`src/rtl/uart_rx_fifo.sv`:
```
// uart_rx_fifo: UART receiver front-end.
// - Synchronises the serial line and decodes 8N1 frames using mid-bit sampling.
// - Buffers received bytes in a first-word-fall-through FIFO.
// - Presents the FIFO head on a valid/ready byte stream.
// - Reports framing and overrun errors as sticky flags.
// Optional feature macro: UART_RX_PARITY_EN. When it is defined, frames are 8E1
// and the sticky flag parity_err_o is added.
module uart_rx_fifo #(
    parameter int CLK_FREQ   = 100000000,
    parameter int BAUD       = 115200,
    parameter int FIFO_DEPTH = 8
) (
    input  logic                          clk_in,
    input  logic                          rst,
    input  logic                          uart_rx_i,
    output logic [7:0]                    rx_data_o,
    output logic                          rx_valid_o,
    input  logic                          rx_ready_i,
    output logic [$clog2(FIFO_DEPTH):0]   fifo_count_o,
    output logic                          frame_err_o,
    output logic                          overrun_err_o,
`ifdef UART_RX_PARITY_EN
    output logic                          parity_err_o,
`endif
    input  logic                          err_clr_i
);

    localparam int CLKS_PER_BIT = CLK_FREQ / BAUD;
    localparam int HALF_BIT     = CLKS_PER_BIT / 2;
    localparam int CNT_W        = $clog2(CLKS_PER_BIT + 1);
    localparam int AW           = $clog2(FIFO_DEPTH);
    localparam int CW           = AW + 1;

`ifdef UART_RX_PARITY_EN
    typedef enum logic [2:0] {IDLE, START, DATA, PARITY, STOP} state_t;
`else
    typedef enum logic [1:0] {IDLE, START, DATA, STOP} state_t;
`endif

    state_t          state_q, state_d;
    logic [1:0]      sync_q, sync_d;
    logic [CNT_W-1:0] cnt_q, cnt_d;
    logic [2:0]      bit_idx_q, bit_idx_d;
    logic [7:0]      shift_q, shift_d;
    logic            brk_q, brk_d;
    logic            push_q, push_d;
    logic            frame_evt;
    logic            rx_s;

    logic [7:0]      mem_q [FIFO_DEPTH];
    logic [7:0]      mem_d [FIFO_DEPTH];
    logic [AW-1:0]   wr_ptr_q, wr_ptr_d;
    logic [AW-1:0]   rd_ptr_q, rd_ptr_d;
    logic [CW-1:0]   count_q, count_d;
    logic            frame_err_q, frame_err_d;
    logic            overrun_err_q, overrun_err_d;
    logic            pop, full, wr_en, overrun_evt;

`ifdef UART_RX_PARITY_EN
    logic            par_bad_q, par_bad_d;
    logic            parity_evt;
    logic            parity_err_q, parity_err_d;
`endif

    // Two-flop synchroniser. The line idles high, so both stages reset to 1.
    always_comb begin
        sync_d = {sync_q[0], uart_rx_i};
    end
    assign rx_s = sync_q[1];

    // Frame decoder next-state logic.
    // The baud counter counts down to zero; each zero marks a sample point.
    always_comb begin
        state_d   = state_q;
        cnt_d     = cnt_q;
        bit_idx_d = bit_idx_q;
        shift_d   = shift_q;
        brk_d     = brk_q;
        push_d    = 1'b0;
        frame_evt = 1'b0;
`ifdef UART_RX_PARITY_EN
        par_bad_d  = par_bad_q;
        parity_evt = 1'b0;
`endif
        case (state_q)
            IDLE: begin
                brk_d = 1'b0;
`ifdef UART_RX_PARITY_EN
                par_bad_d = 1'b0;
`endif
                if (!rx_s) begin
                    cnt_d   = CNT_W'(HALF_BIT - 1);
                    state_d = START;
                end
            end
            START: begin
                if (cnt_q == '0) begin
                    if (!rx_s) begin
                        cnt_d     = CNT_W'(CLKS_PER_BIT - 1);
                        bit_idx_d = 3'd0;
                        state_d   = DATA;
                    end else begin
                        state_d = IDLE;
                    end
                end else begin
                    cnt_d = cnt_q - 1'b1;
                end
            end
            DATA: begin
                if (cnt_q == '0) begin
                    shift_d = {rx_s, shift_q[7:1]};
                    cnt_d   = CNT_W'(CLKS_PER_BIT - 1);
                    if (bit_idx_q == 3'd7) begin
`ifdef UART_RX_PARITY_EN
                        state_d = PARITY;
`else
                        state_d = STOP;
`endif
                    end else begin
                        bit_idx_d = bit_idx_q + 1'b1;
                    end
                end else begin
                    cnt_d = cnt_q - 1'b1;
                end
            end
`ifdef UART_RX_PARITY_EN
            PARITY: begin
                if (cnt_q == '0) begin
                    par_bad_d  = (^shift_q) ^ rx_s;
                    parity_evt = (^shift_q) ^ rx_s;
                    cnt_d      = CNT_W'(CLKS_PER_BIT - 1);
                    state_d    = STOP;
                end else begin
                    cnt_d = cnt_q - 1'b1;
                end
            end
`endif
            STOP: begin
                if (brk_q) begin
                    if (rx_s) begin
                        brk_d   = 1'b0;
                        state_d = IDLE;
                    end
                end else if (cnt_q == '0) begin
                    if (rx_s) begin
`ifdef UART_RX_PARITY_EN
                        push_d = !par_bad_q;
`else
                        push_d = 1'b1;
`endif
                        state_d = IDLE;
                    end else begin
                        frame_evt = 1'b1;
                        brk_d     = 1'b1;
                    end
                end else begin
                    cnt_d = cnt_q - 1'b1;
                end
            end
            default: state_d = IDLE;
        endcase
    end

    // FIFO next-state logic.
    // The shift register still holds the byte on the cycle after the stop
    // sample, because nothing shifts until the next frame reaches DATA.
    // A pop in the same cycle as a push into a full FIFO frees the slot.
    always_comb begin
        pop         = rx_valid_o && rx_ready_i;
        full        = (count_q == CW'(FIFO_DEPTH));
        wr_en       = push_q && (!full || pop);
        overrun_evt = push_q && full && !pop;
        mem_d       = mem_q;
        wr_ptr_d    = wr_ptr_q;
        rd_ptr_d    = rd_ptr_q;
        count_d     = count_q;
        if (wr_en) begin
            mem_d[wr_ptr_q] = shift_q;
            wr_ptr_d        = wr_ptr_q + 1'b1;
        end
        if (pop) begin
            rd_ptr_d = rd_ptr_q + 1'b1;
        end
        if (wr_en && !pop) begin
            count_d = count_q + 1'b1;
        end else if (pop && !wr_en) begin
            count_d = count_q - 1'b1;
        end
    end

    // Sticky error flags. A new error event takes priority over a clear.
    always_comb begin
        frame_err_d   = frame_evt   | (frame_err_q   & ~err_clr_i);
        overrun_err_d = overrun_evt | (overrun_err_q & ~err_clr_i);
`ifdef UART_RX_PARITY_EN
        parity_err_d  = parity_evt  | (parity_err_q  & ~err_clr_i);
`endif
    end

    // State register for the synchroniser, decoder, FIFO and flags.
    always_ff @(posedge clk_in or posedge rst) begin
        if (rst) begin
            sync_q        <= 2'b11;
            state_q       <= IDLE;
            cnt_q         <= '0;
            bit_idx_q     <= '0;
            shift_q       <= '0;
            brk_q         <= 1'b0;
            push_q        <= 1'b0;
            mem_q         <= '{default: '0};
            wr_ptr_q      <= '0;
            rd_ptr_q      <= '0;
            count_q       <= '0;
            frame_err_q   <= 1'b0;
            overrun_err_q <= 1'b0;
`ifdef UART_RX_PARITY_EN
            par_bad_q     <= 1'b0;
            parity_err_q  <= 1'b0;
`endif
        end else begin
            sync_q        <= sync_d;
            state_q       <= state_d;
            cnt_q         <= cnt_d;
            bit_idx_q     <= bit_idx_d;
            shift_q       <= shift_d;
            brk_q         <= brk_d;
            push_q        <= push_d;
            mem_q         <= mem_d;
            wr_ptr_q      <= wr_ptr_d;
            rd_ptr_q      <= rd_ptr_d;
            count_q       <= count_d;
            frame_err_q   <= frame_err_d;
            overrun_err_q <= overrun_err_d;
`ifdef UART_RX_PARITY_EN
            par_bad_q     <= par_bad_d;
            parity_err_q  <= parity_err_d;
`endif
        end
    end

    assign rx_valid_o    = (count_q != '0);
    assign rx_data_o     = rx_valid_o ? mem_q[rd_ptr_q] : 8'h00;
    assign fifo_count_o  = count_q;
    assign frame_err_o   = frame_err_q;
    assign overrun_err_o = overrun_err_q;
`ifdef UART_RX_PARITY_EN
    assign parity_err_o  = parity_err_q;
`endif

endmodule

```
`config.mk`:
```
export PLATFORM = sky130hd
export DESIGN_NAME = uart_rx_fifo
export DESIGN_NICKNAME = d
export VERILOG_FILES = /design/src/rtl/uart_rx_fifo.sv
export SDC_FILE = /design/constraint.sdc
export NUM_CORES = 1
export LEC_CHECK = 0
export ABC_AREA = 0
export CAP_MARGIN = 20
export CORE_ASPECT_RATIO = 1.1
export CORE_MARGIN = 2
export CORE_UTILIZATION = 35
export DETAILED_ROUTE_END_ITERATION = 12
export GPL_ROUTABILITY_DRIVEN = 1
export SYNTH_ARGS = -nofsm -noshare
export SYNTH_HDL_FRONTEND = slang
export SYNTH_SLANG_ARGS = --single-unit
```
`constraint.sdc`:
```
create_clock -name clk_in -period 4.4 [get_ports clk_in]
set_input_delay 0.88 -clock clk_in [delete_from_list [all_inputs] [get_ports clk_in]]
set_output_delay 0.88 -clock clk_in [all_outputs]
set_load 0.05 [all_outputs]
```
# Word level (Yosys, flattened, before mapping)
# Index checks and enable logic that the tools add are counted.
dict set report word_totals {
  in_bits 5
  ff_bits 103
  wordCells 112
  out_inout_bits 15
}
dict set report classes {
  n_mux 40
  reduce_logical 21
  n_bitwise 7
  addsub 6
  n_lt_le_gt_ge 3
  eq_ne 15
}
# op count
set ops {}
lappend ops {{64-bit bitwise mux} 1}
lappend ops {{10-bit two-way mux} 6}
lappend ops {{10-bit case mux with 4 select lines} 1}
lappend ops {{8-bit two-way mux} 4}
lappend ops {{8-bit binary-select mux with 3-bit select} 1}
lappend ops {{8-bit demux with 3-bit select} 1}
lappend ops {{2-bit two-way mux} 8}
lappend ops {{2-bit inequality test (second input constant)} 8}
lappend ops {{3-bit two-way mux} 4}
lappend ops {{10-bit logical NOT} 1}
lappend ops {{5-bit AND reduction} 2}
lappend ops {{10-bit by 1-bit subtractor with 10-bit output (second input constant)} 1}
lappend ops {{3-bit by 1-bit adder with 3-bit output (second input constant)} 3}
lappend ops {{1-bit two-way mux} 9}
lappend ops {{4-bit >= comparator (second input constant)} 2}
lappend ops {{4-bit two-way mux} 2}
lappend ops {{3-bit NOT with 4-bit output} 2}
lappend ops {{2-bit case mux with 4 select lines} 1}
lappend ops {{1-bit logical AND} 7}
lappend ops {{3-bit inequality test (second input constant)} 2}
lappend ops {{3-bit case mux with 2 select lines} 1}
lappend ops {{2-bit nonzero test} 3}
lappend ops {{4-bit by 1-bit adder with 4-bit output (second input constant)} 1}
lappend ops {{2-bit == test (second input constant)} 2}
lappend ops {{15 further kinds} 19}

# Logic depth before layout (Yosys ltp)
# Gate-level depths: netlist of the first run.
dict set report depth {
  depth_word 8
  mapped_depth 11
  ltp_nobuf 11
}

# Least setup slack after synthesis of the first run
# OpenSTA, ideal clock, no wires.
dict set report synth_path {
  kind {register to register}
  from {reg count_q[1] (netlist: fifo_count_o[1])}
  to {reg count_q[3] (netlist: fifo_count_o[3])}
  n_path_buf 0
  setup_ps 142
  path_stages_with_launch 12
  setup_slack_ps 1154
  arrival_time_ps 3104
  cell_sequence {dfrtp_1 or3_1 nor2_1 inv_1 nand2_1 ha_1 inv_1 ha_1 a21o_1 a21oi_1 mux2i_1 xnor2_1}
}
dict set report synth_between {
  elab_chain_len 7
  elab_cells_between_ends 15
  cone_classes {add/sub (2); eq/ne (1); mux (2); reduce/logical (10)}
}
# item line_no
set synth_lines {}
lappend synth_lines {{start, declared} 54} ;# logic [CW-1:0] count_q, count_d;
lappend synth_lines {{start signal, assigned} 231} ;# count_q <= count_d;
lappend synth_lines {{4-bit nonzero test *} 241} ;# assign rx_valid_o = (count_q != '0);
lappend synth_lines {{via rx_valid_o} 17} ;# output logic rx_valid_o,
lappend synth_lines {{1-bit logical AND *} 169} ;# pop = rx_valid_o && rx_ready_i;
lappend synth_lines {{1-bit logical OR} 171} ;# wr_en = push_q && (!full || pop);
lappend synth_lines {{1-bit logical AND} 171}
lappend synth_lines {{1-bit logical NOT} 186} ;# end else if (pop && !wr_en) begin
lappend synth_lines {{1-bit logical AND} 186}
lappend synth_lines {{2-bit nonzero test (no source line)} n/a}
# Mark *: on every way through the listed nets, which the timed path passes. The rest lies on a longest branch. The select of a mux whose other input is x is not followed.
# A chain may end at the register's enable or synchronous reset.

# Final worst setup path of the first run
dict set report layout_path {
  from {reg rd_ptr_q[1]}
  to {out rx_data_o[5]}
}
dict set report layout_between {
  elab_chain_len 5
}
# item line_no
set layout_lines {}
lappend layout_lines {{start, declared} 53} ;# logic [AW-1:0] rd_ptr_q, rd_ptr_d;
lappend layout_lines {{start signal, assigned} 230} ;# rd_ptr_q <= rd_ptr_d;
lappend layout_lines {{3-bit NOT with 4-bit output (implied by the code)} 242} ;# assign rx_data_o = rx_valid_o ? mem_q[rd_ptr_q] : 8'h00;
lappend layout_lines {{8-bit binary-select mux with 3-bit select} 242}
lappend layout_lines {{8-bit two-way mux (implied by the code) (2 in series)} 242}
lappend layout_lines {{8-bit two-way mux} 242}
lappend layout_lines {{end, declared} 16} ;# output logic [7:0] rx_data_o,
# Every way passes these cells. The select of a mux whose other input is x is not followed.

==> run summary, run 1 <==
The flow ran to the end, and the final reports show no timing, DRC or antenna violations. In the global route stage, met3 resource usage came out at 3.17%. The final setup violation count came out at 0. The width of the die came out at 120 um.

After clock tree synthesis, the clock-pin slew on the worst setup and hold paths is 70 ps. The remaining design rule violation count is 0. The routing usage on met2 came out at 24.2%. The count of hold-fix buffers inserted at cts came out at 0. The final hold slack is 364 ps.

The number of hold violations in the final report came out at 0. The repair_antennas step left the layout with diodes totalling 0. The largest clock skew in the final design came out at 13.4 ps. The layout has 1348 filler cells.

The slew at the pin with the worst max-slew slack came out at 1040 ps. The count of flip-flops with a built-in enable after synthesis is 0. The mapped cell area came out at 5170 um2. The maximum level of the CTS H-tree is 3. The mean instance size in the synthesized netlist is 13.1 um2. The per-cell via count in the routed design came out at 5.28. Dividing the detail-routed wire length by the instance count gives 17.3 um.

The core footprint is 14400 um2. Along the worst hold path, the cell count comes to 0. The critical path is of the reg2out type. In this run the critical register-to-register path is captured at fifo_count_o[3]. The largest net degree at the start of global routing came out at 74.

The final net count came out at 427. The met1 usage in global routing is 18.3%. The number of antenna violations at the first check in global routing was 0. In this run, the number of DRC markers left after iteration 0 of detailed routing was 195. After synthesis, the cell types taking the most area are dfrtp_1, mux2_2, mux4_2, ha_1, mux2i_1. After clock tree synthesis, the setup repair step added 0 buffers. The number of placement rows is 46. The internal reg-to-reg setup slack came out at 1580 ps. The number of warnings printed during yosys synthesis came out at 0. Of all flip-flops after synthesis, the portion carrying an async set or reset was 100%. The combined global-route utilization of all metal layers came out at 14.4%. The dominant combinational cell family by area after synthesis is multiplexers. After routing, the total negative slack on setup checks comes to 0 ps. The static power due to leakage came out at 2.69 nW. Setup repair after global routing left no endpoint under its margin.

The first TritonRoute pass finished after 4 iterations. The clock tree root driver cell is clkbuf_16. Input and output buffers added on the ports amount to 19.

The total power density per cell area came out at 300 nW/um2. The maximum count of clock buffers along a single path came out at 2. The synthesized net count came out at 414. The via total after detailed routing came out at 3192. The leading register cell type out of synthesis is dfrtp_1. In this run the tightest slew margin relative to its limit is 29.4%. The max-slew violation total from the final report came out at 0. STA classifies the critical path startpoint as a flop. The count of maximum capacitance violations came out at 0. The adder-cell share of the synthesized area came out at 3.78%. The share of the clock period used by the worst path came out at 80.3%.

The endpoint of the worst hold path is sync_q[1]. The overall routed net length came out at 10500 um. For this design, the sink count on the clock tree is 103. The worst setup slack before clock tree synthesis came out at 964 ps. The largest driver fanout on the critical path came out at 13. The xor/xnor share of the synthesized area is 1.19%. The first-pass GRT wire length is 17600 um. TritonCTS built the clock tree. The clock insertion delay at the later pin of the skew report is 350 ps. The number of nets with antenna violations after detailed routing came out at 0.

The post-synthesis register bit count is 103. The synthesized netlist devotes 9.23% of its cell area to simple gates. The clock period minus final worst setup slack came out at 3530 ps. The half-perimeter wire length after placement came out at 6900 um. The mux cell area share after synthesis came out at 25.4%. The compound-cell area share of the yosys netlist is 7.26%. Counting the buffers created by CTS gives 9.

Once the floorplan was initialized, standard cells occupied 35.8% of the core. The signed area change from the synthesized netlist to the final layout is 13.1%. The highest attainable clock frequency is 283 MHz. After synthesis, the largest area contributor takes up 48.9% of total cell area. The number of distinct library cells after synthesis came out at 64. The die is 131 um tall. The I/O pin total came out at 20. The number of gates resized after CTS is 0. STA puts the critical path data arrival time at 2650 ps. The worst reg-to-reg path cell count is 10. In this run the most critical hold path is launched from sync_q[0]. The share of the Yosys chip area taken by registers is 49.9%. The required time of the critical path is 3520 ps.

The worst hold path belongs to the class reg2reg. The die covers 15800 um2. After global routing, the most crowded layer is met2.

In the final layout, the share of cells above drive strength 1 is 33.0%. The via count of the first global-routing pass came out at 3275. After global routing the overflow that remains totals 0. The gate count of the mapped netlist came out at 394. Routability-driven placement finished with a final weighted congestion of 0.845. The biggest area consumer among synthesized cells is dfrtp_1. Once routing completed, OpenROAD measured the worst setup slack at 868 ps.

The maximum vdd drop is 0.180 mV. The element type at the critical path end is an output pin. The startpoint identified for the worst register-to-register timing path is fifo_count_o[0]. The overall power of the completed layout came out at 0.00175 W.
[worst max-delay path, cell delays in order, from the launching register on]
cell and delay (ps):
dfrtp_1 780, mux4_2 580, mux2i_1 180, nor2_1 70
clkdlybuf4s50_1 700
[metrics by stage]
step | std cells | utilization [%] | area, um2
after detailed placement | 588 | 38.4 | 5550
after CTS | 604 | 40.4 | 5840
final | 604 | 40.4 | 5840
after global routing | 604 | 40.4 | 5840
after floorplan | 394 | - | 5170
after global placement | 588 | 38.4 | 5550
[cell type report]
class	count	area, um2	area share (%)
clock buffer	10	239	4.09
tap	192	240	4.11
sequential	103	2580	44.2
inverter	16	62.6	1.07
multi-input combinational	251	2420	41.5
timing repair buffer	26	243	4.15
clock inverter	6	55.1	0.942
[per-layer routing]
metal  vias up  share of wire [%]
li1       1478                  -
met1      1662                 44
met2        43                 52
met3         9                2.8
met4         0                1.2
met5         -                  0
[cell usage in the layout, fill, tap and decap left out, types with 9 or more instances in the layout]
master and n:
inv_1 14, mux2_2 75, nand2_1 15, dfrtp_1 101, mux4_2 16, clkbuf_16 9
nor2_1 18, ha_1 14, mux2i_1 11, o21ai_0 9, clkdlybuf4s50_1 19
[synthesized netlist by cell type, types with 3 or more instances]
library cell / instances
a211oi_1: 5
a21oi_1: 4
a31oi_1: 4
buf_1: 10
clkbuf_1: 10
dfrtp_1: 101
ha_1: 14
inv_1: 15
mux2_2: 75
mux2i_1: 11
mux4_2: 16
nand2_1: 15
nand2b_1: 3
nand3_1: 6
nand4b_1: 3
nor2_1: 18
nor2b_1: 3
nor3_1: 3
o21ai_0: 9
o22ai_1: 4
or2_2: 4
xnor2_1: 7
[registers in the layout (all words and copies together) (netlist names), named ones only]
name and count:
overrun_err_o 1, state_q 1, sync_q 2, push_q 1, brk_q 1, bit_idx_q 3, frame_err_o 1, wr_ptr_q 3
fifo_count_o 4, cnt_q 10, mem_q 64, rd_ptr_q 3, shift_q 8
[worst max-delay path by stage]
stage           startpoint                    endpoint  cells past startpoint
6_report       rd_ptr_q[1]                rx_data_o[5]                      4
5_1_grt        rd_ptr_q[1]                rx_data_o[0]                      5
4_1_cts        rd_ptr_q[1]                rx_data_o[4]                      4
3_5_place_dp    rx_ready_i             fifo_count_o[3]                     11
3_3_place_gp    rx_ready_i             fifo_count_o[3]                     11
2_1_floorplan          rst  asynchronous set/reset pin                      1
[report_power, final]
group          leakage [nW]   total, W  switching (W)  internal, W
clock                 0.142   0.000777       0.000370     0.000407
combinational          1.13  0.0000259      0.0000206   0.00000530
sequential             1.41   0.000949     0.00000136     0.000948
total                  2.69    0.00175       0.000392      0.00136
[logic make-up (layout without fill, tap and decap cells)]
kind of cell,Yosys count,count (layout)
AO/OA/AOI/OAI,50,50
XOR/XNOR,7,7
adder cells (fa/ha/maj),15,15
buffers and inverters,40,58
flip-flops,103,103
multiplexers,102,102
AND/OR/NAND/NOR,77,77
Note: power is estimated with default switching activity, not from simulation.
==> run 2: changes to the inputs <==
- clock period: 4.4 -> 2.9 ns (I/O delays scaled with it)
==> run summary, run 2 (synthesis gave the netlist of run 1 again) <==
The run finished with clean final reports. The slew at the pin with the worst max-slew slack came out at 780 ps (-264 ps). The kind of critical path is reg2out. The combined flip-flop and latch cell area was 2580 um2 (+0.15%). The highest attainable clock frequency came out at 367 MHz. The minimum setup slack in the final design came out at 178 ps (-690 ps). In this run the worst setup path begins at fifo_count_o[1]. The required time of the critical path came out at 2320 ps (-1200 ps). The worst setup slack before clock tree synthesis is 121 ps (-843 ps). The violation count after the first detailed-route iteration came out at 189 (-3.1%). The remaining design rule violation count came to 0 (unchanged). The via total after detailed routing is 3187 (-0.16%). In the final layout, the registers with the most flip-flops are mem_q: 64 flops, cnt_q: 10 flops, shift_q: 8 flops. The count of hold-fix buffers inserted at cts came out at 0 (unchanged).

The width of the die came to 120 um (unchanged). The static power due to leakage is 2.75 nW (+2.2%). The first-pass GRT wire length came out at 17700 um (+0.67%). The overall power of the completed layout is 0.00273 W (+56%). The arrival time at the worst endpoint came out at 2140 ps (-510 ps). The final net count is 435 (+1.9%).

The signed area change from the synthesized netlist to the final layout is 14.7%. The total global routing overflow is 0 (unchanged). The cell area after layout came to 5930 um2 (+1.5%). The tightest slew margin relative to the limit is 47.6% (+18 points).

The maximum level of the CTS H-tree came out at 3 (unchanged). The tightest min-delay check is of the reg2reg type. The number of placement rows is 46 (unchanged).

The number of hold violations in the final report is 0 (unchanged). The element type at the critical path end is an output pin. The flip-flop count of the largest register, all copies and words added came out at 64 (unchanged).

The final weighted congestion in routability-driven placement came to 0.870 (+2.9%). The startpoint identified for the worst hold timing path is sync_q[0]. The final hold slack came out at 361 ps (-3.04 ps). The half-perimeter wire length after placement came out at 7080 um (+2.6%). The total clock buffers created by CTS came out at 9 (unchanged). The area occupied by multi-input gates was 2430 um2 (+0.10%). The total placed instance area is 5620 um2 (+1.3%). The total power density per cell area came out at 460 nW/um2 (+53%). The largest clock skew in the final design came out at 8.68 ps (-4.77 ps). Leaving out fill and tap cells, the most frequent cells in the layout are dfrtp_1, mux2_2, buf_4. Ranked by flip-flop count, first place goes to mem_q. The library cell used most frequently in the layout, excluding fill and tap cells, is dfrtp_1. The final setup TNS is 0 ps (unchanged). The I/O pin total came out at 20 (unchanged).

The max-slew violation total from the final report came out at 0 (unchanged). The number of diodes was 0 (unchanged). Setup repair after global routing left no endpoint under its margin. The largest driver fanout on the critical path came to 5 (-8). The number of antenna violations at the first check in global routing is 0 (unchanged). The overall die area came out at 15800 um2 (unchanged).

The count of maximum capacitance violations is 0 (unchanged). The maximum count of clock buffers along a single path came out at 2 (unchanged). The number of nets with antenna violations after detailed routing is 0 (unchanged). The via count of the first global-routing pass came to 3377 (+3.1%). The core footprint is 14400 um2 (unchanged). The number of sinks handled by clock tree synthesis was 103 (unchanged). The detail-routed net length per standard cell is 17.0 um (-1.8%). The startpoint of the worst register-to-register path is fifo_count_o[1]. The layout cell share with drive strength beyond 1 was 37.4% (+4.4 points). The height of the chip came to 131 um (unchanged). The detailed-router iteration count before antenna repair is 4 (unchanged). The per-cell via count in the routed design is 5.21 (-1.5%). The sort of element at the start of the critical path is a flop. The count of input and output buffers is 19 (unchanged). The overall routed net length is 10400 um (-0.53%).

The effective utilization at floorplan came to 35.8% (unchanged). The fill cell total of the finished layout came out at 1365 (+1.3%). The largest net degree at the start of global routing is 41 (-45%). The clock period minus final worst setup slack came out at 2720 ps. The maximum vdd drop is 0.294 mV (+63%). TritonCTS built the clock tree. The root buffer cell chosen for the clock tree is clkbuf_16. The clock insertion delay at the later pin of the skew report came to 340 ps (about the same). The final setup violation count came out at 0 (unchanged). The clock input transition at the sequential cells of the worst setup and hold paths came out at 70 ps (about the same). In the finished design, the share of the clock period the worst path needs comes to 93.8%. The combined global-route utilization of all metal layers was 14.2% (-0.13 points).
-- run 2: where the power goes --
group,switching (W),internal [W],total [W]
Clock,0.000546,0.000698,0.00124
Sequential,0.00000206,0.00144,0.00144
Combinational,0.0000319,0.0000126,0.0000445
Total,0.000580,0.00215,0.00273
-- run 2: stage by stage --
step | utilization (%) | cells
2_1_floorplan | - | 394
4_1_cts | 41.0 | 612
5_1_grt | 41.0 | 612
3_5_place_dp | 38.9 | 596
3_3_place_gp | 38.9 | 596
6_report | 41.0 | 612
-- run 2: path summary, 6_finish.rpt --
check | cells past startpoint | to | slack (ps)
min in group asynchronous | 2 | overrun_err_o | 550
worst min register to register | 0 | sync_q[1] | 360
max in group asynchronous | 3 | sync_q[1] | 1770
worst max-delay path | 4 | rx_valid_o | 180
worst max register to register | 11 | fifo_count_o[3] | 340
worst min-delay path | 0 | sync_q[1] | 360
-- run 2: what timing repair did --
item,CTS,global route
endpoints found under the hold margin,0,0
buffers inserted,0,0
gates resized for setup,0,1
setup endpoints to repair,0,2
-- run 2: area by class of cell --
cell class              instances  share of cell area [%]
multi-input cells             251                    40.9
well taps                     192                    4.05
repair buffers                 34                    5.19
clock buffers                  10                    4.03
inverters                      16                    1.08
flip-flops and latches        103                    43.6
clock inverters                 6                    1.14
-- run 2: per-layer routing --
| metal | wire length (um) | vias to the layer above | share of wire [%] | GRT usage [%] |
|---|---|---|---|---|
| met5 | 0 | - | 0 | 0 |
| met4 | 148 | 0 | 1.4 | 4.31 |
| met3 | 212 | 12 | 2.0 | 2.86 |
| met2 | 5240 | 26 | 50 | 24.0 |
| met1 | 4810 | 1662 | 46 | 18.5 |
| li1 | - | 1487 | - | - |
-- run 2: critical path: stages, from the launching register on --
cell and delay (ps):
dfrtp_2 440, or3_1 450, nor2_2 150, inv_2 60
clkdlybuf4s50_1 700
==> run 3: changes to the inputs <==
- MAX_ROUTING_LAYER: not set -> met4
- SLEW_MARGIN: not set -> 20
==> run summary, run 3 (synthesis gave the netlist of run 1 again) <==
The clock insertion delay at the later pin of the skew report was 340 ps (about the same). The highest cell delay on the worst timing path is 700 ps (about the same). The routing usage on met2 came out at 24.0% (+0.063 points). The overall die area was 15800 um2 (unchanged). The final setup violation count came to 0 (unchanged). The final hold slack came out at 361 ps (+0.00100 ps). The fill cell total of the finished layout came out at 1365 (unchanged). The met3 usage in global routing came out at 2.86% (unchanged).

The count of hold-fix buffers inserted at cts came out at 0 (unchanged). The final net count came out at 435 (unchanged). The clock period minus final worst setup slack came out at 2720 ps (+0.967 ps). The run finished with clean final reports. The cell count after placement was 596 (unchanged). The tightest slew margin relative to the limit is 47.6% (about the same).

The slew at the pin with the worst max-slew slack came out at 780 ps (-0.606 ps). The worst setup path is captured at an output pin. The highest attainable clock frequency is 367 MHz (about the same). The number of diodes is 0 (unchanged).

The width of the die is 120 um (unchanged). TritonCTS built the clock tree. The total clock buffers created by CTS was 9 (unchanged). The max-slew violation total from the final report came to 0 (unchanged). The number of sinks handled by clock tree synthesis came out at 103 (unchanged).

The remaining design rule violation count came out at 0 (unchanged). The critical path goes through or3_1 > nor2_2 > inv_2 > clkdlybuf4s50_1. The combined global-route utilization of all metal layers is 14.6% (+0.40 points). The maximum vdd drop came out at 0.294 mV (about the same). The register with the most flip-flops in the final layout is mem_q.

The share of the clock period used by the worst path is 93.9% (about the same). In the layout the commonest cells are dfrtp_1, mux2_2, buf_4. The flip-flop count of the largest register, all copies and words added was 64 (unchanged). The count of input and output buffers came out at 19 (unchanged).

The half-perimeter wire length after placement is 7080 um (unchanged). The count of maximum capacitance violations came out at 0 (unchanged). The static power due to leakage came out at 2.75 nW (unchanged). The final weighted congestion in routability-driven placement came out at 0.884 (+1.6%).

The largest driver fanout on the critical path came out at 5 (unchanged). The largest registers in the layout are mem_q: 64 flops, cnt_q: 10 flops, shift_q: 8 flops. The via count of the first global-routing pass is 3379 (+0.059%). The required time of the critical path is 2320 ps (about the same). The effective utilization at floorplan is 35.8% (unchanged). The maximum level of the CTS H-tree is 3 (unchanged). The sort of element at the start of the critical path is a flop. The post-CTS setup repair buffer count is 0 (unchanged). The final setup TNS came out at 0 ps (unchanged).

The critical path is of the reg2out type. The overall routed net length is 10400 um (unchanged). The final cell utilization of the core was 41.0% (unchanged).

The I/O pin total is 20 (unchanged). The layer flagged by global routing as most heavily used is met2. The arrival time at the worst endpoint came out at 2140 ps (about the same).

The total global routing overflow came to 0 (unchanged). The core footprint came out at 14400 um2 (unchanged). The per-cell via count in the routed design is 5.22 (+0.25%).

The violation count after the first detailed-route iteration is 203 (+7.4%). The post-route non-filler standard cell count came out at 612 (unchanged). The detailed-router iteration count before antenna repair was 4 (unchanged). The first-pass GRT wire length is 17700 um (unchanged). The height of the chip came out at 131 um (unchanged). The detail-routed net length per standard cell came out at 17.0 um (unchanged). The signed area change from the synthesized netlist to the final layout is 14.7% (unchanged).

The number of hold violations in the final report is 0 (unchanged). Leaving out fill and tap cells, the most frequent cell in the layout is dfrtp_1. The maximum count of clock buffers along a single path is 2 (unchanged).

In this run the worst hold path is classified as reg2reg. The number of placement rows was 46 (unchanged). The number of nets with antenna violations after detailed routing came out at 0 (unchanged). The number of antenna violations at the first check in global routing is 0 (unchanged).

The clock tree root driver cell is clkbuf_16. The total power density per cell area was 461 nW/um2 (about the same). The largest net degree at the start of global routing is 41 (unchanged). The largest clock skew in the final design came out at 8.34 ps (-0.344 ps). The met1 usage in global routing came out at 18.4% (-0.084 points). Setup repair after global routing left no endpoint under its margin. The via total after detailed routing came out at 3195 (+0.25%). The clock input transition at the sequential cells of the worst setup and hold paths is 70 ps (about the same). The critical-path cell with the highest stage delay is clkdlybuf4s50_1. The layout cell share with drive strength beyond 1 was 37.4% (unchanged).
==> run 3: cell counts in the layout (fill, tap and decap cells not counted) <==
No cell type changed its count.
==> run 3: per-layer routing <==
layer / up-vias / wire length [um]
met5: - / 0
met3: 13 / 214
met1: 1663 / 4810
li1: 1486 / -
met4: 0 / 148
met2: 33 / 5230
==> run 3: per-stage QoR <==
step	worst slack (ps)	area, um2	total power (W)
floorplan	11.5	5180	0.00149
global placement	178	5620	0.00151
detailed placement	121	5620	0.00152
CTS	69.1	5930	0.00276
global route	76.5	5930	0.00283
finish	177	5930	0.00273
==> run 3: what timing repair did <==
action                                 in CTS  in global routing
setup endpoints to repair                   0                  2
endpoints found under the hold margin       0                  0
gates resized for setup                     0                  1
==> run 3: final cells by class <==
class	count	area [um2]	share of cell area [%]
clock buffers	10	239	4.03
multi-input cells	251	2430	40.9
flip-flops and latches	103	2580	43.6
well taps	192	240	4.05
clock inverters	6	67.6	1.14
inverters	16	63.8	1.08
repair buffers	34	308	5.19
==> run 3: critical path: cells and delay by family (launching register included) <==
kind                   cells  cell delay (ps)
buffers and inverters      2              760
flip-flops                 1              440
AND/OR/NAND/NOR            2              600
==> run 3: worst paths after layout <==
| kind | to | cells past startpoint | slack, ps | start |
|---|---|---|---|---|
| worst max-delay path | rx_valid_o | 4 | 180 | fifo_count_o[1] |
| worst max register to register | fifo_count_o[3] | 11 | 340 | fifo_count_o[1] |
| worst min-delay path | sync_q[1] | 0 | 360 | sync_q[0] |
| min in group asynchronous | fifo_count_o[2] | 2 | 540 | rst |
| max in group asynchronous | sync_q[1] | 3 | 1770 | rst |
| worst min register to register | sync_q[1] | 0 | 360 | sync_q[0] |
==> run 3: power breakdown <==
part / internal (W) / leakage [nW] / switching [W]
logic: 0.0000126 / 1.19 / 0.0000319
registers: 0.00144 / 1.41 / 0.00000206
clock network: 0.000698 / 0.145 / 0.000549
